==> src/rtl/rf_port_arbiter_if.sv <==
// Request/grant/read-return bundle for one client of rf_port_arbiter.
// The master modport is the client; the slave modport is the arbiter.
interface rf_port_arbiter_if #(
  parameter int unsigned ADDR_W = 6,
  parameter int unsigned DATA_W = 32
) ();

  logic              req;
  logic              we;
  logic [ADDR_W-1:0] addr;
  logic [DATA_W-1:0] wdata;
  logic              gnt;
  logic              rvalid;
  logic [DATA_W-1:0] rdata;

  modport master (
    output req,
    output we,
    output addr,
    output wdata,
    input  gnt,
    input  rvalid,
    input  rdata
  );

  modport slave (
    input  req,
    input  we,
    input  addr,
    input  wdata,
    output gnt,
    output rvalid,
    output rdata
  );

endinterface

==> src/rtl/rf_port_arbiter.sv <==
// Round-robin arbiter sharing a 1R/1W register file between clients A and B,
// with registered RF ports, fixed-latency read return and an init sweep.
module rf_port_arbiter #(
  parameter int unsigned       ADDR_W     = 6,
  parameter int unsigned       DATA_W     = 32,
  parameter int unsigned       DEPTH      = 64,
  parameter logic [DATA_W-1:0] INIT_VALUE = '0
) (
  input  logic              clk,
  input  logic              rst,
  rf_port_arbiter_if.slave  a,
  rf_port_arbiter_if.slave  b,
  input  logic              init_start,
  output logic              init_busy,
  output logic [ADDR_W-1:0] rf_raddr,
  input  logic [DATA_W-1:0] rf_rdout,
  output logic [ADDR_W-1:0] rf_waddr,
  output logic [DATA_W-1:0] rf_wdin,
  output logic              rf_wena
);

  localparam logic [ADDR_W-1:0] LastIdx = ADDR_W'(DEPTH - 1);

  typedef enum logic [0:0] {StIdle, StInit} state_t;

  state_t            state;
  logic [ADDR_W-1:0] cnt;
  logic              prioB;
  logic              rdPend;
  logic              rdTag;
  logic              aRvalid;
  logic              bRvalid;
  logic [DATA_W-1:0] aRdata;
  logic [DATA_W-1:0] bRdata;

  logic              arbOpen;
  logic              pickA;
  logic              gntA;
  logic              gntB;
  logic              selWe;
  logic [ADDR_W-1:0] selAddr;
  logic [DATA_W-1:0] selWdata;

  // init_start wins over any pending request in the cycle it is sampled.
  always_comb begin
    arbOpen  = (state == StIdle) && !rst && !init_start;
    pickA    = a.req && (!b.req || !prioB);
    gntA     = arbOpen && pickA;
    gntB     = arbOpen && b.req && !pickA;
    selWe    = gntA ? a.we    : b.we;
    selAddr  = gntA ? a.addr  : b.addr;
    selWdata = gntA ? a.wdata : b.wdata;
  end

  assign a.gnt    = gntA;
  assign b.gnt    = gntB;
  assign a.rvalid = aRvalid;
  assign b.rvalid = bRvalid;
  assign a.rdata  = aRdata;
  assign b.rdata  = bRdata;

  always_ff @(posedge clk) begin
    if (rst) begin
      state     <= StIdle;
      cnt       <= '0;
      prioB     <= 1'b0;
      rdPend    <= 1'b0;
      rdTag     <= 1'b0;
      aRvalid   <= 1'b0;
      bRvalid   <= 1'b0;
      aRdata    <= '0;
      bRdata    <= '0;
      init_busy <= 1'b0;
      rf_raddr  <= '0;
      rf_waddr  <= '0;
      rf_wdin   <= '0;
      rf_wena   <= 1'b0;
    end else begin
      rf_wena <= 1'b0;
      rdPend  <= 1'b0;
      aRvalid <= 1'b0;
      bRvalid <= 1'b0;

      // Read issued last cycle: rf_rdout now reflects rf_raddr.
      if (rdPend) begin
        if (rdTag) begin
          bRdata  <= rf_rdout;
          bRvalid <= 1'b1;
        end else begin
          aRdata  <= rf_rdout;
          aRvalid <= 1'b1;
        end
      end

      unique case (state)
        StIdle: begin
          if (init_start) begin
            state     <= StInit;
            cnt       <= '0;
            init_busy <= 1'b1;
          end else if (gntA || gntB) begin
            prioB <= gntA;
            if (selWe) begin
              rf_wena  <= 1'b1;
              rf_waddr <= selAddr;
              rf_wdin  <= selWdata;
            end else begin
              rf_raddr <= selAddr;
              rdPend   <= 1'b1;
              rdTag    <= gntB;
            end
          end
        end
        StInit: begin
          rf_wena  <= 1'b1;
          rf_waddr <= cnt;
          rf_wdin  <= INIT_VALUE;
          if (cnt == LastIdx) begin
            state     <= StIdle;
            init_busy <= 1'b0;
          end else begin
            cnt <= cnt + 1'b1;
          end
        end
        default: state <= StIdle;
      endcase
    end
  end

endmodule

==> src/flat_wrapper.sv <==
// flat-port wrapper written by rule: the top's interface ports become plain ports
module rf_port_arbiter_flat 
#(
  parameter int unsigned       ADDR_W     = 6,
  parameter int unsigned       DATA_W     = 32,
  parameter int unsigned       DEPTH      = 64,
  parameter logic [DATA_W-1:0] INIT_VALUE = '0
)
  (clk, rst, init_start, init_busy, rf_raddr, rf_rdout, rf_waddr, rf_wdin, rf_wena, a_req, a_we, a_addr, a_wdata, a_gnt, a_rvalid, a_rdata, b_req, b_we, b_addr, b_wdata, b_gnt, b_rvalid, b_rdata);
  rf_port_arbiter_if #(.ADDR_W(ADDR_W), .DATA_W(DATA_W)) a_i ();
  rf_port_arbiter_if #(.ADDR_W(ADDR_W), .DATA_W(DATA_W)) b_i ();
  input  logic clk;
  input  logic rst;
  input  logic init_start;
  output logic init_busy;
  output logic [ADDR_W-1:0] rf_raddr;
  input  logic [DATA_W-1:0] rf_rdout;
  output logic [ADDR_W-1:0] rf_waddr;
  output logic [DATA_W-1:0] rf_wdin;
  output logic rf_wena;
  input wire logic [$bits(a_i.req)-1:0] a_req;
  input wire logic [$bits(a_i.we)-1:0] a_we;
  input wire logic [$bits(a_i.addr)-1:0] a_addr;
  input wire logic [$bits(a_i.wdata)-1:0] a_wdata;
  output wire logic [$bits(a_i.gnt)-1:0] a_gnt;
  output wire logic [$bits(a_i.rvalid)-1:0] a_rvalid;
  output wire logic [$bits(a_i.rdata)-1:0] a_rdata;
  input wire logic [$bits(b_i.req)-1:0] b_req;
  input wire logic [$bits(b_i.we)-1:0] b_we;
  input wire logic [$bits(b_i.addr)-1:0] b_addr;
  input wire logic [$bits(b_i.wdata)-1:0] b_wdata;
  output wire logic [$bits(b_i.gnt)-1:0] b_gnt;
  output wire logic [$bits(b_i.rvalid)-1:0] b_rvalid;
  output wire logic [$bits(b_i.rdata)-1:0] b_rdata;
  assign a_i.req = a_req;
  assign a_i.we = a_we;
  assign a_i.addr = a_addr;
  assign a_i.wdata = a_wdata;
  assign a_gnt = a_i.gnt;
  assign a_rvalid = a_i.rvalid;
  assign a_rdata = a_i.rdata;
  assign b_i.req = b_req;
  assign b_i.we = b_we;
  assign b_i.addr = b_addr;
  assign b_i.wdata = b_wdata;
  assign b_gnt = b_i.gnt;
  assign b_rvalid = b_i.rvalid;
  assign b_rdata = b_i.rdata;
  rf_port_arbiter #(.ADDR_W(ADDR_W), .DATA_W(DATA_W), .DEPTH(DEPTH), .INIT_VALUE(INIT_VALUE)) u_core (.clk(clk), .rst(rst), .a(a_i), .b(b_i), .init_start(init_start), .init_busy(init_busy), .rf_raddr(rf_raddr), .rf_rdout(rf_rdout), .rf_waddr(rf_waddr), .rf_wdin(rf_wdin), .rf_wena(rf_wena));
endmodule
==> config.mk <==
export PLATFORM = sky130hd
export DESIGN_NAME = rf_port_arbiter_flat
export DESIGN_NICKNAME = d
export VERILOG_FILES = /design/src/rtl/rf_port_arbiter_if.sv /design/src/rtl/rf_port_arbiter.sv /design/src/flat_wrapper.sv
export SDC_FILE = /design/constraint.sdc
export NUM_CORES = 1
export LEC_CHECK = 0
export CAP_MARGIN = 20
export CELL_PAD_IN_SITES_DETAIL_PLACEMENT = 1
export CELL_PAD_IN_SITES_GLOBAL_PLACEMENT = 2
export CORE_MARGIN = 3
export CORE_UTILIZATION = 20
export CTS_CLUSTER_DIAMETER = 30
export DETAILED_ROUTE_END_ITERATION = 12
export HOLD_SLACK_MARGIN = 0.12
export PLACE_DENSITY_LB_ADDON = 0.05
export SLEW_MARGIN = 0
export SYNTH_ARGS = -nofsm -noshare
export SYNTH_HDL_FRONTEND = slang
export SYNTH_SLANG_ARGS = --single-unit
export TNS_END_PERCENT = 1
==> constraint.sdc <==
create_clock -name clk -period 1.6 [get_ports clk]
set_input_delay 0.16 -clock clk [delete_from_list [all_inputs] [get_ports clk]]
set_output_delay 0.16 -clock clk [all_outputs]
set_load 0.05 [all_outputs]
Word-level counts from Yosys, hierarchy flattened
Index checks and enable logic that the tools add are counted.
{"block": "totals", "register_bits": 122, "input_bits": 115, "out_inout_bits": 114, "elab_cells": 77}
{"block": "classes", "n_addsub": 1, "eq_ne": 7, "mux": 27, "bitwise_logic": 6, "reduce_logical": 22}
{"cell": "32-bit two-way mux", "n": 4}
{"cell": "32-bit case mux with 2 select lines", "n": 1}
{"cell": "6-bit two-way mux", "n": 6}
{"cell": "6-bit case mux with 2 select lines", "n": 2}
{"cell": "1-bit two-way mux", "n": 11}
{"cell": "2-bit != test, second input constant", "n": 5}
{"cell": "2-bit AND reduction", "n": 4}
{"cell": "6-bit by 1-bit adder with 6-bit output, second input constant", "n": 1}
{"cell": "6-bit equality test, second input constant", "n": 1}
{"cell": "1-bit logical AND", "n": 6}
{"cell": "1-bit inverter", "n": 6}
{"cell": "1-bit case mux with 2 select lines", "n": 3}
{"cell": "3-bit AND reduction", "n": 2}
{"cell": "1-bit logical NOT", "n": 5}
{"cell": "4-bit AND reduction", "n": 1}
{"cell": "4-bit OR reduction", "n": 1}
{"cell": "1-bit logical OR", "n": 2}
{"cell": "2-bit by 1-bit != test with 1-bit output, second input constant", "n": 1}
{"cell": "2-bit OR reduction", "n": 1}

Logic depth before layout (Yosys ltp)
Gate-level depths: netlist of run 1.
{"block": "depth", "word_depth": 9, "depth_mapped": 8, "ltp_nobuf": 5}

Worst setup path after synthesis of run 1
OpenSTA, ideal clock, no wires.
{"block": "synth_timing", "path_type": "register -> register", "start": "reg u_core.state", "end": "reg u_core.rf_wdin[16]", "setup_time_ns": 0.091, "t_arrival_ns": 1.758, "required_time_ns": 1.509, "path_slack_ns": -0.248, "stages_incl_launch_ff": 9, "n_path_buf": 3, "period_less_slack_ns": 1.848, "path_cell_list": "dfxtp_1 or2_1 buf_2 or3_1 buf_2 clkinv_1 buf_4 nand2_1 a311oi_1"}
{"block": "synth_between", "elab_chain_len": 9, "word_cells_on_any_way": 17, "classes_between": "eq/ne (3); mux (6); bitwise (1); reduce/logical (7)"}
{"item": "from (decl)", "line": "rf_port_arbiter.sv:26", "rtl": "state_t state;"}
{"item": "from (signal assigned)", "line": "rf_port_arbiter.sv:64", "rtl": "state <= StIdle;"}
{"item": "from (signal assigned)", "line": "rf_port_arbiter.sv:98", "rtl": "state <= StInit;"}
{"item": "from (signal assigned)", "line": "rf_port_arbiter.sv:119", "rtl": "state <= StIdle;"}
{"item": "1-bit inverter (no source line) *"}
{"item": "1-bit logical AND * (2 in series)", "line": "rf_port_arbiter.sv:46", "rtl": "arbOpen = (state == StIdle) && !rst && !init_start;"}
{"item": "1-bit logical AND *", "line": "rf_port_arbiter.sv:48", "rtl": "gntA = arbOpen && pickA;"}
{"item": "via a_gnt", "line": "flat_wrapper.sv:25", "rtl": "output wire logic [$bits(a_i.gnt)-1:0] a_gnt;"}
{"item": "32-bit two-way mux", "line": "rf_port_arbiter.sv:52", "rtl": "selWdata = gntA ? a.wdata : b.wdata;"}
{"item": "32-bit two-way mux", "line": "rf_port_arbiter.sv:103", "rtl": "if (selWe) begin"}
{"item": "32-bit two-way mux", "line": "rf_port_arbiter.sv:101", "rtl": "end else if (gntA || gntB) begin"}
{"item": "32-bit two-way mux", "line": "rf_port_arbiter.sv:97", "rtl": "if (init_start) begin"}
{"item": "32-bit case mux with 2 select lines", "line": "rf_port_arbiter.sv:95", "rtl": "unique case (state)"}
{"item": "to (signal assigned)", "line": "rf_port_arbiter.sv:106", "rtl": "rf_wdin <= selWdata;"}
{"item": "to (decl)", "line": "rf_port_arbiter.sv:18", "rtl": "output logic [DATA_W-1:0] rf_wdin,"}
Mark *: on every way through the listed nets, which the timed path passes. The rest lies on a longest branch. The select of a mux whose other input is x is not followed.
A chain may end at the register's enable or synchronous reset.

Final worst setup path of run 1
{"block": "layout_timing", "start": "reg u_core.state", "end": "out a_gnt"}
{"block": "layout_between", "elab_chain_len": 4}
{"item": "1-bit inverter (no source line)"}
{"item": "1-bit logical AND (2 in series)", "line": "rf_port_arbiter.sv:46"}
{"item": "1-bit logical AND", "line": "rf_port_arbiter.sv:48"}
{"item": "to (decl)", "line": "flat_wrapper.sv:25"}
Every way passes these cells.

==> impl_metrics.tcl, run 1 <==
set metrics [dict create \
    root_buffer "clkbuf_16" \
    end_kind "output pin" \
    grt_pass1_vias 5380 \
    avgRoutedWirePerCell_um 17.3 \
    hold_path_class "input pin to register" \
    drtPass1Iterations 4 \
    syn_avg_cell_area_sq_um 8.13 \
    finalWorstSetupSlack_ps -206 \
    preCtsSetupSlack_ps -604 \
    viasPerCell 4.40 \
    grt.total_usage_pct 15.3 \
    status "complete, but fails checks" \
    maxCapViolCount 0 \
    cp_max_fo 4 \
    synth_edf_count 0 \
    finalHoldViolCount 0 \
    drive_above_1_share_pct 26.2 \
    power_density_nw_per_um2 1070 \
    ys.flop_type "dfxtp_1" \
    netlist.area_leader.share_pct 51.7 \
    yosysTopAreaCell "dfxtp_1" \
    yosysUniqueCellTypes 39 \
    die_y_um 160 \
    slew_viol_final 0 \
    finalNetCount 945 \
    ys_seq_area_share_pct 51.7 \
    synth.net_count 697 \
    clkTransAtPathRegs_ps 60 \
    timing.fmax_ghz 0.554 \
    pin_count 229 \
    syn_inst 581 \
    ys_warn_count 0 \
    internal-power_uw 6700 \
    post-dp-hpwl_mm 14.4 \
    core-area_sq_um 22900 \
    r2r_start "u_core.state" \
    path_cells "or2_1 -> or3_4 -> buf_6 -> clkinv_8 -> buf_12" \
    synthTopCellsByArea "dfxtp_1 (52%), nand2_1 (14%), a21oi_1 (7.4%)" \
    tns_ps -3980 \
    drc_errors 0 \
    setup_viol 37 \
    startpoint_type "register" \
    total_power_uw 8810 \
    critPathBufInv 3 \
    drt.antenna.violating_nets 0 \
    max_stage_delay_ps 340 \
    worstHoldStart "rst" \
    cts.sinks 122 \
    crit_family "simple AND/OR/NAND/NOR gates" \
    die_area_sq_um 25500 \
    diodes 0 \
    place_congestion 0.760 \
    critPathRequiredTime_ps 1440 \
    drtIter0Drc 189 \
    cts_buffer_depth 2 \
    worstMarginPinSlew_ps 668 \
    fin_hold_ws_ps 221 \
    dp_cells 1116 \
    violations "negative setup slack" \
    final.period_utilization_pct 113 \
    overflow 0 \
    synthArstFlopShare_pct 0 \
    pwr-share-clk_pct 51.9 \
    initial_core_util_pct 20.6 \
    fp-row-count 55 \
    p_seq_share_pct 35.9 \
    rsz0062_at_grt "true" \
    path_class "register to output pin" \
    ys_seq_elements 122 \
    period_minus_slack_ps 1810 \
    cp.arrival_ps 1650 \
    dieWidth_um 160 \
    grt_max_degree 60 \
    vias 5074 \
    syn2layout_area_growth_pct 74.2 \
    pwr-share-comb_pct 12.2 \
    wl_mm 19.9 \
    power.switching_uw 2110 \
    grt_pass1_wl_mm 30.9 \
    critPathLaunch "u_core.state" \
    antenna_found_initial 0 \
    port_buffers 228 \
    swShare_pct 24.0 \
    irDropWorstVdd_mv 0.540 \
    clkLatencyLatePin_ps 410 \
    skew_ps 7.70 \
    slowest_stage "dfxtp_2" \
    syn_area_sq_um 4730 \
    layoutNonFillerInstCount 1154 \
    maxSlewHeadroom_pct 55.4 \
    htree_levels 4 \
    cts_buffers 17 \
    cts_tree "yes" \
    leakagePower_uw 0.00316 \
]
kinds of logic (layout without fill, tap and decap cells):
family / Yosys count / after routing / share of synthesized area (%)
multiplexers: 1 / 1 / 0.212
flip-flops: 122 / 122 / 51.7
adder cells (fa/ha/maj): 1 / 1 / 0.265
XOR/XNOR: 2 / 2 / 0.371
AO/OA/AOI/OAI: 146 / 147 / 20.0
AND/OR/NAND/NOR: 244 / 244 / 21.7
buffers and inverters: 65 / 324 / 5.82
cells in the mapped netlist (2+ instances only):
| master | instances |
|---|---|
| nand2_1 | 175 |
| dfxtp_1 | 122 |
| a21oi_1 | 70 |
| clkbuf_1 | 29 |
| nor3_1 | 28 |
| inv_1 | 22 |
| a22oi_1 | 16 |
| a311oi_1 | 16 |
| nor2_1 | 15 |
| o21ai_0 | 15 |
| o21ai_1 | 10 |
| buf_2 | 7 |
| a2111oi_2 | 6 |
| o221ai_1 | 6 |
| nand2b_1 | 5 |
| buf_4 | 4 |
| and2_1 | 3 |
| nor2b_1 | 3 |
| and3_1 | 2 |
| nand3_1 | 2 |
| nand4_1 | 2 |
| nor4b_1 | 2 |
| o211ai_1 | 2 |
| or2_2 | 2 |
| or3_1 | 2 |
| xor2_1 | 2 |
power groups by stage:
stage / combinational, uW / clock [uW] / sequential (uW)
floorplan: 255 / 0 / 3440
global placement: 1020 / 0 / 3220
detailed placement: 1030 / 0 / 3220
CTS: 1070 / 4710 / 3160
global route: 1150 / 4820 / 3170
finish: 1070 / 4570 / 3160
layer usage:
layer	wire, um	track usage [%]
met4	274	4.81
met5	0	0
met1	9160	19.6
met3	1310	4.67
met2	9170	24.7
cell usage in the layout, fill, tap and decap left out, types with 2 or more instances in the layout:
| cell type | Yosys | final |
|---|---|---|
| and2_4 | 0 | 2 |
| clkbuf_16 | 0 | 17 |
| o211ai_1 | 2 | 2 |
| nor3_1 | 28 | 24 |
| nor3_2 | 0 | 4 |
| a2111oi_2 | 6 | 3 |
| buf_12 | 0 | 11 |
| a22oi_1 | 16 | 16 |
| nand2b_1 | 5 | 4 |
| xor2_1 | 2 | 2 |
| buf_6 | 1 | 2 |
| nand2_2 | 1 | 2 |
| nand4_1 | 2 | 2 |
| a2111oi_4 | 0 | 3 |
| o221ai_1 | 6 | 6 |
| bufinv_16 | 0 | 7 |
| o21ai_0 | 15 | 9 |
| nor2b_1 | 3 | 2 |
| nand2_1 | 175 | 173 |
| a311oi_1 | 16 | 15 |
| nor2_1 | 15 | 15 |
| o21ai_1 | 10 | 15 |
| buf_4 | 4 | 143 |
| clkinv_4 | 0 | 5 |
| dfxtp_1 | 122 | 121 |
| a311o_2 | 0 | 2 |
| clkdlybuf4s50_1 | 0 | 112 |
| inv_1 | 22 | 22 |
| a21oi_1 | 70 | 70 |
final cells by class:
type                            instances  area [sq um]
Fill cell                            2661         14700
Clock inverter                         14           270
Inverter                               23          98.8
Multi-Input combinational cell        395          2140
Clock buffer                           17           425
Sequential cell                       122          2440
Tap cell                              313           392
Timing Repair Buffer                  270          2460
final timing paths:
path / end / slack, ps / cells past startpoint
setup / recovery: a_gnt / -210 / 5
hold / removal: u_core.prioB / 220 / 4
setup reg to reg: u_core.rf_wdin[4] / -170 / 5
hold reg to reg: u_core.a.rdata[3] / 460 / 2
registers in the layout, summed over array words and instances, names as in the netlist, 6 cells and up:
name	count
u_core.b.rdata	32
u_core.rf_wdin	32
u_core.cnt	6
u_core.rf_waddr	6
u_core.rf_raddr	6
u_core.a.rdata	32
through the flow:
stage / util, % / instance area, sq um
3_5_place_dp: 31.9 / 7320
5_1_grt: 35.9 / 8230
3_3_place_gp: 31.9 / 7320
4_1_cts: 35.6 / 8160
6_report: 35.9 / 8230
2_1_floorplan: - / 4750
timing repair:
action | CTS | global route
hold buffers | 1 | 0
buffers inserted | 5 | 0
hold endpoints to repair | 1 | 0
pin swaps | 4 | 4
setup endpoints to repair | 48 | 49
resized for setup | 24 | 19
cloned | 0 | 1
worst min-delay path: stages:
cell,delay [ps]
buf_4,110
nor4b_4,50
buf_4,140
o21ai_0,130
(Power assumes the default switching activity.)
==> inputs of run 2 (changes only) <==
Settings changed: CORE_UTILIZATION 20 to 23.
Clock period 1.6 ns to 2.08 ns, I/O delays scaled along.
==> run 2 against run 1 <==
Effect of this change: the flow now finishes without violations; final cell count down 5.0%; non-clock buffer count is 10 lower; worst hold slack improved by 79 ps; clock power shrank 35%; largest power group unchanged.
==> impl_metrics.tcl, run 2 (synthesized netlist as in run 1, its figures left out) <==
set metrics [dict create \
    antenna_found_initial 1 \
    pwr-share-comb_pct 12.8 \
    worstMarginPinSlew_ps 577 \
    critPathRequiredTime_ps 1870 \
    pwr-share-clk_pct 48.2 \
    drc_errors 0 \
    cts_setup_buffers 0 \
    reg2reg_slack_ps 290 \
    tns_ps 0 \
    fin_hold_ws_ps 300 \
    cts.sinks 122 \
    power.switching_uw 1630 \
    fin_area_sq_um 8070 \
    avgRoutedWirePerCell_um 17.0 \
    drive_above_1_share_pct 9.87 \
    critPathLaunch "a_req" \
    cts_buffers 17 \
    overflow 0 \
    cp_max_fo 17 \
    dpl-instance-area_sq_um 7460 \
    path_class "input pin to output pin" \
    cts_tree "yes" \
    syn2layout_area_growth_pct 70.8 \
    initial_core_util_pct 23.8 \
    critPathCapture "a_gnt" \
    finalNetCount 934 \
    final.period_utilization_pct 97.0 \
    power_density_nw_per_um2 770 \
    pin_count 229 \
    swShare_pct 26.2 \
    die_area_sq_um 22300 \
    end_kind "output pin" \
    finalHoldViolCount 0 \
    cts_hold_buffers 0 \
    dieWidth_um 149 \
    max_stage_delay_ps 510 \
    internal-power_uw 4590 \
    clkLatencyLatePin_ps 420 \
    cts_buffer_depth 2 \
    drtIter0Drc 161 \
    status "complete, no violations" \
    drt.antenna.violating_nets 0 \
    period_minus_slack_ps 2020 \
    wl_mm 18.6 \
    startpoint_type "input pin" \
    clkTransAtPathRegs_ps 50 \
    maxCapViolCount 0 \
    port_buffers 228 \
    timing.fmax_ghz 0.496 \
    viasPerCell 4.55 \
    mostFrequentLayoutCells "clkdlybuf4s50_1 (225), nand2_1 (175), dfxtp_1 (122)" \
    grt_pass1_wl_mm 28.8 \
    setup_viol 0 \
    rr_worst_depth 7 \
    place_congestion 0.759 \
    rsz0062_at_grt "true" \
    slowest_stage "clkdlybuf4s50_1" \
    grt.total_usage_pct 16.5 \
    maxSlewHeadroom_pct 61.4 \
    skew_ps 8.10 \
    path_cells "clkdlybuf4s50_1 -> a21bo_2 -> or3_4 -> clkinv_1 -> buf_12 -> buf_6" \
    irDropWorstVdd_mv 0.532 \
    core-area_sq_um 19800 \
    slew_viol_final 0 \
    grt_pass1_vias 5134 \
    fp-row-count 51 \
    grt_max_degree 48 \
    vias 4992 \
    cp.arrival_ps 1810 \
    rr_endpoint "u_core.rf_wdin[24]" \
    r2r_start "u_core.state" \
    htree_levels 4 \
    leakagePower_uw 0.00278 \
    hold_path_class "input pin to register" \
    post-dp-hpwl_mm 13.7 \
    die_y_um 149 \
    final_common_cell "clkdlybuf4s50_1" \
    root_buffer "clkbuf_16" \
    diodes 0 \
    p_seq_share_pct 39.0 \
    drtPass1Iterations 4 \
]
[run 2: changes by cell type in the layout (fill, tap and decap cells not counted), sizes merged]
cell / change
a311o: -1
buf: -121
bufinv: -5
clkbuf: +1
clkdlybuf4s50: +113
clkinv: -1
clkinvlp: +2
dlygate4sd3: -1
dlymetal6s2s: -1
inv: +4
[run 2: worst min path at each step]
stage | from | end | slack (ps) | cells after the start
after floorplan | b_wdata[0] | u_core.rf_wdin[0] | 340 | 2
after global placement | u_core.rf_waddr[0] | u_core.rf_waddr[0] | 440 | 2
after detailed placement | u_core.rf_waddr[0] | u_core.rf_waddr[0] | 440 | 2
after CTS | rst | u_core.prioB | 290 | 4
after global routing | rst | u_core.prioB | 310 | 4
final | rst | u_core.prioB | 300 | 4
[run 2: power by group through the flow]
stage | registers, uW | logic [uW] | clock network (uW)
after floorplan | 2650 | 191 | 0
after global placement | 2470 | 791 | 0
after detailed placement | 2480 | 798 | 0
after CTS | 2430 | 803 | 3080
after global routing | 2430 | 850 | 3210
final | 2430 | 795 | 2990
[run 2: area by class of cell]
cell class	count	area [sq um]
inverters	23	86.3
multi-input cells	394	2020
fillers	2302	11800
clock inverters	14	161
repair buffers	260	2590
flip-flops and latches	122	2440
clock buffers	18	439
well taps	265	332
[run 2: what timing repair did]
item	4_1_cts	5_1_grt
gates resized for setup	1	2
setup endpoints to repair	1	2
pin swaps	0	0
[run 2: worst max-delay path, delay by kind of cell]
kind | cells | cell delay (ps)
buf+inv | 4 | 920
compound gates | 1 | 240
simple gates | 1 | 430
[run 2: per-stage QoR]
| stage | instances | utilization [%] | power, uW | setup slack, ps |
|---|---|---|---|---|
| 3_3_place_gp | 1064 | 37.6 | 3270 | -131 |
| 3_5_place_dp | 1064 | 37.6 | 3270 | -218 |
| 6_report | 1096 | 40.7 | 6210 | 63.1 |
| 5_1_grt | 1096 | 40.7 | 6490 | -1.53 |
| 2_1_floorplan | 581 | - | 2840 | 232 |
| 4_1_cts | 1096 | 40.6 | 6310 | 12.5 |
[run 2: routing by layer]
metal / share of wire, % / global-route usage (%) / vias to the layer above / routed length [um]
met3: 7.2 / 6.02 / 14 / 1340
li1: - / - / 2457 / -
met2: 46 / 26.2 / 147 / 8610
met5: 0.070 / 0 / - / 13
met1: 46 / 21.4 / 2372 / 8510
met4: 0.70 / 3.89 / 2 / 131
